`src/rtl/rom_loader_pkg.sv`:
```
// Shared definitions for the boot ROM loader: FSM encodings and stream marker.
package rom_loader_pkg;

  typedef enum logic [2:0] {
    S_IDLE   = 3'd0,
    S_SYNC   = 3'd1,
    S_LEN_HI = 3'd2,
    S_LEN_LO = 3'd3,
    S_DATA   = 3'd4,
    S_CHECK  = 3'd5,
    S_DONE   = 3'd6,
    S_ERROR  = 3'd7
  } state_t;

  localparam logic [7:0] SYNC_BYTE_DEFAULT = 8'hA5;

endpackage

```
`src/rtl/rom_loader_assembler.sv`:
```
// Word assembler: packs stream bytes MSB-first into 32-bit words and keeps
// a running XOR checksum of every byte it absorbs.
module rom_loader_assembler (
  input  logic        clock,
  input  logic        reset,
  input  logic        clear,
  input  logic        byte_en,
  input  logic [7:0]  byte_data,
  output logic [31:0] word,
  output logic        word_last,
  output logic [7:0]  csum
);

  // Only the first three bytes need storing; the fourth arrives with the strobe.
  logic [23:0] shift_q, shift_d;
  logic [1:0]  cnt_q, cnt_d;
  logic [7:0]  csum_q, csum_d;

  // Next-state for shift register, byte counter and checksum.
  always_comb begin
    shift_d = shift_q;
    cnt_d   = cnt_q;
    csum_d  = csum_q;
    if (clear) begin
      shift_d = '0;
      cnt_d   = '0;
      csum_d  = '0;
    end else if (byte_en) begin
      shift_d = {shift_q[15:0], byte_data};
      cnt_d   = cnt_q + 2'd1;
      csum_d  = csum_q ^ byte_data;
    end
  end

  // Assembler state registers.
  always_ff @(posedge clock or negedge reset) begin
    if (!reset) begin
      shift_q <= '0;
      cnt_q   <= '0;
      csum_q  <= '0;
    end else begin
      shift_q <= shift_d;
      cnt_q   <= cnt_d;
      csum_q  <= csum_d;
    end
  end

  assign word      = {shift_q, byte_data};
  assign word_last = byte_en && (cnt_q == 2'd3);
  assign csum      = csum_q;

endmodule

```
`src/rtl/rom_loader.sv`:
```
// Boot ROM loader: parses a sync/length/data/checksum byte stream, writes
// 32-bit words into the ROM and holds the CPU in reset until a good load.
//
// state    | meaning
// IDLE     | after reset, waiting for start, CPU held
// SYNC     | expecting the sync marker byte
// LEN_HI   | word count, high byte
// LEN_LO   | word count, low byte; range checked here
// DATA     | assembling and writing words
// CHECK    | expecting the XOR checksum byte
// DONE     | good load, CPU released
// ERROR    | aborted load, CPU held until a good load
module rom_loader
  import rom_loader_pkg::*;
#(
  parameter int         ADDRESS_WIDTH = 10,
  parameter logic [7:0] SYNC_BYTE     = SYNC_BYTE_DEFAULT
) (
  input  logic                     clock,
  input  logic                     reset,
  input  logic                     start,
  input  logic                     byte_valid,
  input  logic [7:0]               byte_data,
  output logic                     byte_ready,
  output logic                     rom_write_enable,
  output logic [ADDRESS_WIDTH-1:0] rom_write_address,
  output logic [31:0]              rom_write_data,
  output logic                     cpu_hold,
  output logic                     done,
  output logic                     error
);

  localparam logic [16:0] MAX_WORDS = 17'(1) << ADDRESS_WIDTH;

  state_t                   state_q, state_d;
  logic [15:0]              len_q, len_d;
  logic [ADDRESS_WIDTH-1:0] addr_q, addr_d;
  logic [ADDRESS_WIDTH-1:0] wr_addr_q, wr_addr_d;
  logic [31:0]              wr_data_q, wr_data_d;
  logic                     wr_en_q, wr_en_d;
  logic                     hold_q, hold_d;

  logic        accept;
  logic [15:0] n_words;
  logic        asm_clear, asm_byte_en, asm_word_last;
  logic [31:0] asm_word;
  logic [7:0]  asm_csum;

  rom_loader_assembler u_assembler (
    .clock     (clock),
    .reset     (reset),
    .clear     (asm_clear),
    .byte_en   (asm_byte_en),
    .byte_data (byte_data),
    .word      (asm_word),
    .word_last (asm_word_last),
    .csum      (asm_csum)
  );

  // State and datapath registers; reset aborts any load in progress.
  always_ff @(posedge clock or negedge reset) begin
    if (!reset) begin
      state_q   <= S_IDLE;
      len_q     <= '0;
      addr_q    <= '0;
      wr_addr_q <= '0;
      wr_data_q <= '0;
      wr_en_q   <= 1'b0;
      hold_q    <= 1'b1;
    end else begin
      state_q   <= state_d;
      len_q     <= len_d;
      addr_q    <= addr_d;
      wr_addr_q <= wr_addr_d;
      wr_data_q <= wr_data_d;
      wr_en_q   <= wr_en_d;
      hold_q    <= hold_d;
    end
  end

  // Next-state and datapath updates; len_q counts down the words still due.
  always_comb begin
    state_d     = state_q;
    len_d       = len_q;
    addr_d      = addr_q;
    wr_addr_d   = wr_addr_q;
    wr_data_d   = wr_data_q;
    wr_en_d     = 1'b0;
    hold_d      = hold_q;
    asm_clear   = 1'b0;
    asm_byte_en = 1'b0;
    accept      = byte_valid && byte_ready;
    n_words     = {len_q[15:8], byte_data};
    case (state_q)
      S_IDLE, S_DONE, S_ERROR: begin
        if (start) begin
          state_d   = S_SYNC;
          addr_d    = '0;
          wr_addr_d = '0;
          asm_clear = 1'b1;
        end
      end
      S_SYNC: begin
        if (accept) state_d = (byte_data == SYNC_BYTE) ? S_LEN_HI : S_ERROR;
      end
      S_LEN_HI: begin
        if (accept) begin
          len_d[15:8] = byte_data;
          state_d     = S_LEN_LO;
        end
      end
      S_LEN_LO: begin
        if (accept) begin
          len_d = n_words;
          if (n_words == 16'd0)                 state_d = S_CHECK;
          else if ({1'b0, n_words} > MAX_WORDS) state_d = S_ERROR;
          else                                  state_d = S_DATA;
        end
      end
      S_DATA: begin
        if (accept) begin
          asm_byte_en = 1'b1;
          if (asm_word_last) begin
            wr_en_d   = 1'b1;
            wr_addr_d = addr_q;
            wr_data_d = asm_word;
            addr_d    = addr_q + 1'b1;
            len_d     = len_q - 16'd1;
            if (len_q == 16'd1) state_d = S_CHECK;
          end
        end
      end
      S_CHECK: begin
        if (accept) state_d = (byte_data == asm_csum) ? S_DONE : S_ERROR;
      end
      default: state_d = S_IDLE;
    endcase
    // The CPU is only released by a good load; IDLE keeps whatever was set.
    if (state_d == S_DONE)      hold_d = 1'b0;
    else if (state_d != S_IDLE) hold_d = 1'b1;
  end

  // Outputs decoded from the current state and registered write port.
  always_comb begin
    byte_ready        = (state_q == S_SYNC) || (state_q == S_LEN_HI) ||
                        (state_q == S_LEN_LO) || (state_q == S_DATA) ||
                        (state_q == S_CHECK);
    done              = (state_q == S_DONE);
    error             = (state_q == S_ERROR);
    cpu_hold          = hold_q;
    rom_write_enable  = wr_en_q;
    rom_write_address = wr_addr_q;
    rom_write_data    = wr_data_q;
  end

endmodule

```
`config.mk`:
```
export PLATFORM = sky130hd
export DESIGN_NAME = rom_loader
export DESIGN_NICKNAME = d
export VERILOG_FILES = /design/src/rtl/rom_loader_pkg.sv /design/src/rtl/rom_loader_assembler.sv /design/src/rtl/rom_loader.sv
export SDC_FILE = /design/constraint.sdc
export NUM_CORES = 1
export LEC_CHECK = 0
export CAP_MARGIN = 20
export CORE_MARGIN = 2
export CORE_UTILIZATION = 60
export CTS_CLUSTER_SIZE = 24
export DETAILED_ROUTE_END_ITERATION = 10
export PLACE_DENSITY = 0.95
export SYNTH_ARGS = -nofsm -noshare
export SYNTH_HDL_FRONTEND = slang
export SYNTH_SLANG_ARGS = --single-unit
export TNS_END_PERCENT = 5
```
`constraint.sdc`:
```
create_clock -name clock -period 4.5 [get_ports clock]
set_input_delay 1.125 -clock clock [delete_from_list [all_inputs] [get_ports clock]]
set_output_delay 1.125 -clock clock [all_outputs]
set_load 0.02 [all_outputs]
```
==> results of run 1 <==
-- power groups by stage --
stage	registers, mW	logic (mW)	clock network (mW)
final	1.35	0.711	0.589
after global placement	1.35	0.655	0
after global routing	1.37	0.782	0.632
after floorplan	1.27	0.551	0
after detailed placement	1.36	0.684	0
after CTS	1.34	0.692	0.592
-- cell type report --
cell class                      instances  area [sq um]
Clock inverter                          7         80.08
Sequential cell                       107          2679
Fill cell                             592          2270
Multi-Input combinational cell        413          2113
Clock buffer                            9         123.9
Timing Repair Buffer                   67         665.6
Inverter                                8         30.03
Tap cell                              105         131.4
-- synthesized netlist by cell type (5+ instances only) --
cell type  number  area (sq um)
dfrtp_1       106          2653
nand2_1       190         713.2
xnor2_1         7         61.31
o21ai_0        20         100.1
nor3_1         10         50.05
buf_1           5         18.77
inv_1           8         30.03
xor2_1         17         148.9
buf_2           8         40.04
nor2_1         35         131.4
nand3_1        20         100.1
a21oi_1        45         225.2
clkbuf_1       19         71.32
-- how the worst max path moves through the flow --
stage	start	endpoint	slack, ns	cells past startpoint
3_3_place_gp	byte_valid	addr_q[4]	1.22	8
3_5_place_dp	byte_valid	addr_q[4]	1.16	8
4_1_cts	state_q[1]	byte_ready	1.39	3
5_1_grt	state_q[1]	byte_ready	1.30	3
6_report	state_q[1]	byte_ready	1.38	3
2_1_floorplan	byte_data[5]	cpu_hold	1.93	6
-- sequential cells by signal, summed over array words and instances (netlist names) --
register             flops
addr_q                  10
cpu_hold                 1
len_q                   16
rom_write_address       10
rom_write_data          32
rom_write_enable         1
state_q                  3
u_assembler.cnt_q        2
u_assembler.csum         8
u_assembler.shift_q     24
-- critical path, cell delays in order (launching register included) --
cell and delay, ns:
dfrtp_1 0.57, and2_1 0.26, nor2_1 0.17, clkdlybuf4s50_1 0.63
-- logic make-up after synthesis --
| logic type | after synthesis | synth area share [%] |
|---|---|---|
| AND/OR/NAND/NOR | 286 | 24.85 |
| buffers and inverters | 40 | 3.236 |
| adder cells (fa/ha/maj) | 4 | 1.011 |
| XOR/XNOR | 24 | 4.247 |
| AO/OA/AOI/OAI | 98 | 12.34 |
| multiplexers | 1 | 0.2022 |
| flip-flops | 107 | 54.12 |
-- layer usage --
| metal | track usage [%] | vias up | routed length [um] |
|---|---|---|---|
| met2 | 44.44 | 212 | 5855 |
| met3 | 3.272 | 44 | 742 |
| met5 | 0 | - | 0 |
| li1 | - | 1965 | - |
| met4 | 10.63 | 0 | 380 |
| met1 | 35.89 | 2051 | 4735 |
==> impl_metrics.tcl, run 1 <==
set metrics [dict create \
    status "completed" \
    drive_gt1_share_pct 5.892 \
    grt_pass1_wl_mm 18.86 \
    syn_avg_cell_area_sq_um 8.839 \
    synthesis.area_sq_um 4950 \
    pwr-share-seq_pct 50.9 \
    syn_to_final_growth_pct 17.64 \
    p_leak_nw 2.698 \
    grt_pass1_vias 3989 \
    combPwrFrac_pct 26.8 \
    cp-start-kind "register" \
    die_w_um 94.83 \
    antenna_found_initial 0 \
    power_switching_share_pct 38.14 \
    overflow 0 \
    power.density_nw_per_um2 455.0 \
    wl_mm 11.71 \
    worstPathRequired_ns 3.38 \
    final_common_cell "nand2_1" \
    drt-pass1-iter-count 6 \
    reg2reg_slack_ns 1.92 \
    r2r_start "state_q[1]" \
    slew_viol_final 0 \
    finalSetupTns_ns 0 \
    postRouteAntennaNets 0 \
    p_sw_mw 1.011 \
    post_synth_num_cell_types 55 \
    setup_slack_ns 1.382 \
    initial_utilization_pct 61.16 \
    gp_congestion 0.8490 \
    design_area_sq_um 5823 \
    hold_violations 0 \
    nNetsFinal 622 \
    ios 59 \
    min_to "rom_write_data[28]" \
    synth-seq-cells 107 \
    syn_nets 576 \
    cellInternalPower_mw 1.639 \
    cts_hold_buf 0 \
    dieArea_sq_um 8992 \
    vias_per_cell 5.966 \
    rows 33 \
    skew_ns 0.008159 \
    worstMarginPinSlew_ns 0.9608 \
    route.detailed.drc 0 \
    endpoint_kind "output pin" \
    path_max_fanout 14 \
    grt_usage_pct 26.70 \
    synthArstFlopShare_pct 100.0 \
    maxCapViolCount 0 \
    cts_tree "yes" \
    final_cell_mix "190 x nand2_1, 106 x dfrtp_1, 57 x clkdlybuf4s50_1" \
    dieHeight_um 94.83 \
    rsz0062_at_grt "no" \
    grt_max_degree 97 \
    placed_cells 697 \
    dr_total_vias 4272 \
    period_share_pct 69.29 \
    yosys_warnings 0 \
    drt_iter0_drc 362 \
    synth-seq-area-share_pct 54.12 \
    insertion_delay_ns 0.37 \
    synthCells 560 \
    min_from "u_assembler.shift_q[20]" \
    wl_per_cell_um 16.36 \
    cts.clk_slew.worst_paths_ns 0.11 \
    postCtsSetupRepairBufs 0 \
    setup_viol 0 \
    peakVddDrop_uv 291.0 \
    total_power_mw 2.650 \
    clkPwrFrac_pct 22.2 \
    fin_util_pct 71.95 \
    num_antenna_cells 0 \
    r2r-end "addr_q[4]" \
    cts-buffers-inserted 9 \
    pre_cts_ws_ns 1.159 \
    coreArea_sq_um 8093 \
    io_buffer_count 58 \
    yosys_most_used_dff "dfrtp_1" \
    r2r_cells 7 \
    synth-edff-count 0 \
    placed_area_sq_um 5577 \
    min_period_ns 3.118 \
    cts_resized 0 \
    cp.arrival_ns 1.99 \
    root_buffer "clkbuf_8" \
    min_path_cells 2 \
    final_cells 716 \
    clock_sinks 107 \
    hpwlAfterDp_mm 7.826 \
    htree_num_levels 3 \
    path_class "reg2out" \
    hold_path_class "reg2reg" \
    cts_buffer_depth 2 \
    relSlewSlack_pct 35.95 \
    max_freq_mhz 320.7 \
    fin_hold_ws_ns 0.4816 \
]
No activity file was read; power rests on OpenSTA's default activity.
==> run 2: changes to the inputs <==
--- a/config.mk
+++ b/config.mk
@@ -7,10 +7,10 @@
 export LEC_CHECK = 0
 export CAP_MARGIN = 20
 export CORE_MARGIN = 2
-export CORE_UTILIZATION = 60
+export CORE_UTILIZATION = 50
 export CTS_CLUSTER_SIZE = 24
 export DETAILED_ROUTE_END_ITERATION = 10
-export PLACE_DENSITY = 0.95
+export PLACE_DENSITY = 0.88
 export SYNTH_ARGS = -nofsm -noshare
 export SYNTH_HDL_FRONTEND = slang
 export SYNTH_SLANG_ARGS = --single-unit
==> constraint.sdc (replaced) <==
create_clock -name clock -period 2.7 [get_ports clock]
set_input_delay 0.675 -clock clock [delete_from_list [all_inputs] [get_ports clock]]
set_output_delay 0.675 -clock clock [all_outputs]
set_load 0.02 [all_outputs]
==> run 2 against run 1 <==
Global-route usage is 4.2 points lower. Combinational power rose by 70%. Critical path depth unchanged. Largest cell class unchanged. Clock power rose by 67%. Clock-buffer cell count stayed put. Cell area rose by 2.4%. Non-clock buffer count increased by 15. Flip-flop and latch count stayed put. Final cell count is 6.0% higher. Worst setup slack worse by 1.3 ns.
==> impl_metrics.tcl, run 2 (synthesis gave the netlist of run 1 again) <==
set metrics [dict create \
    total_power_mw 4.442 \
    peakVddDrop_uv 424.3 \
    root_buffer "clkbuf_8" \
    power_switching_share_pct 38.19 \
    cp.arrival_ns 1.91 \
    grt_pass1_vias 3987 \
    period_share_pct 95.75 \
    path_depth 3 \
    cts.clk_slew.worst_paths_ns 0.12 \
    multi_input_area_sq_um 2113 \
    reg2reg_slack_ns 0.53 \
    endpoint_kind "output pin" \
    placed_cells 742 \
    final_cells 759 \
    cts-buffers-inserted 9 \
    power.density_nw_per_um2 745.0 \
    wl_per_cell_um 14.97 \
    finalSetupTns_ns 0 \
    r2r-end "len_q[14]" \
    p_leak_nw 2.768 \
    max_freq_mhz 386.8 \
    postRouteAntennaNets 0 \
    n_fill_cell 773 \
    placed_area_sq_um 5752 \
    skew_ns 0.01956 \
    syn_to_final_growth_pct 20.45 \
    die_w_um 103.5 \
    cts_hold_buf 0 \
    min_period_ns 2.585 \
    cellInternalPower_mw 2.745 \
    critical_path.top_delay_family "buffers and inverters" \
    drt-pass1-iter-count 4 \
    nNetsFinal 637 \
    antenna_found_initial 0 \
    postCtsSetupRepairBufs 0 \
    vias_per_cell 5.547 \
    hpwlAfterDp_mm 7.967 \
    htree_num_levels 3 \
    combPwrFrac_pct 27.2 \
    slew_viol_final 0 \
    grt_max_degree 50 \
    hold_path_class "in2async" \
    overflow 0 \
    cp_slowest_stage_delay_ns 0.62 \
    dr_total_vias 4210 \
    pwr-share-seq_pct 50.7 \
    rows 36 \
    largest_register_ffs 32 \
    path_cells "inv_1 -> nor2_1 -> clkdlybuf4s50_1" \
    maxCapViolCount 0 \
    cp_slowest_cell "dfrtp_1" \
    grt_pass1_wl_mm 18.93 \
    status "completed" \
    insertion_delay_ns 0.38 \
    cts_tree "yes" \
    wl_mm 11.37 \
    relSlewSlack_pct 46.72 \
    dieArea_sq_um 10710 \
    final_cell_mix "190 x nand2_1, 105 x dfrtp_1, 56 x clkdlybuf4s50_1" \
    path_buf_inv 2 \
    design_area_sq_um 5962 \
    pre_cts_ws_ns 0.07461 \
    setup_slack_ns 0.1148 \
    drt_iter0_drc 437 \
    gp_congestion 0.9593 \
    initial_utilization_pct 51.11 \
    cp-start-kind "register" \
    rsz0062_at_grt "no" \
    route.detailed.drc 0 \
    io_buffer_count 58 \
    ios 59 \
    drive_gt1_share_pct 8.307 \
    r2r_start "len_q[0]" \
    clock_sinks 107 \
    worstPathRequired_ns 2.03 \
    cts_buffer_depth 2 \
    clkPwrFrac_pct 22.1 \
    path_max_fanout 13 \
    setup_viol 0 \
    dieHeight_um 103.5 \
    worstMarginPinSlew_ns 0.7919 \
    coreArea_sq_um 9684 \
    p_sw_mw 1.696 \
    r2r_cells 7 \
    hold_violations 0 \
    final_common_cell "nand2_1" \
    regArea_sq_um 2680 \
    fin_util_pct 61.56 \
    grt_usage_pct 22.46 \
    path_class "reg2out" \
    fin_hold_ws_ns 0.2909 \
    num_antenna_cells 0 \
]
-- run 2: layout make-up --
class / count / share of cell area, %
Sequential cell: 107 / 44.95
Multi-Input combinational cell: 413 / 35.45
Timing Repair Buffer: 82 / 12.93
Tap cell: 133 / 2.791
Clock buffer: 9 / 2.078
Clock inverter: 7 / 1.301
Inverter: 8 / 0.5037
-- run 2: how the worst max path moves through the flow --
stage | start | to | slack (ns)
after global placement | byte_data[1] | cpu_hold | 0.13
after CTS | state_q[1] | byte_ready | 0.03
final | state_q[0] | error | 0.11
after floorplan | byte_data[5] | cpu_hold | 0.58
after detailed placement | byte_data[1] | cpu_hold | 0.07
after global routing | state_q[0] | error | 0.03
-- run 2: power by group through the flow --
stage | logic (mW) | registers, mW | clock network, mW
3_3_place_gp | 1.13 | 2.25 | 0
5_1_grt | 1.34 | 2.29 | 1.05
3_5_place_dp | 1.19 | 2.27 | 0
6_report | 1.21 | 2.25 | 0.982
2_1_floorplan | 0.919 | 2.12 | 0
4_1_cts | 1.20 | 2.24 | 0.988
-- run 2: timing repair --
item	in CTS	in global routing
resized for setup	0	2
setup endpoints to repair	0	1
hold endpoints to repair	0	0
-- run 2: routing by layer --
layer / GRT usage, % / routed length, um
met5: 0 / 0
met4: 8.097 / 226
met3: 3.226 / 764
met2: 37.02 / 5477
met1: 30.44 / 4896
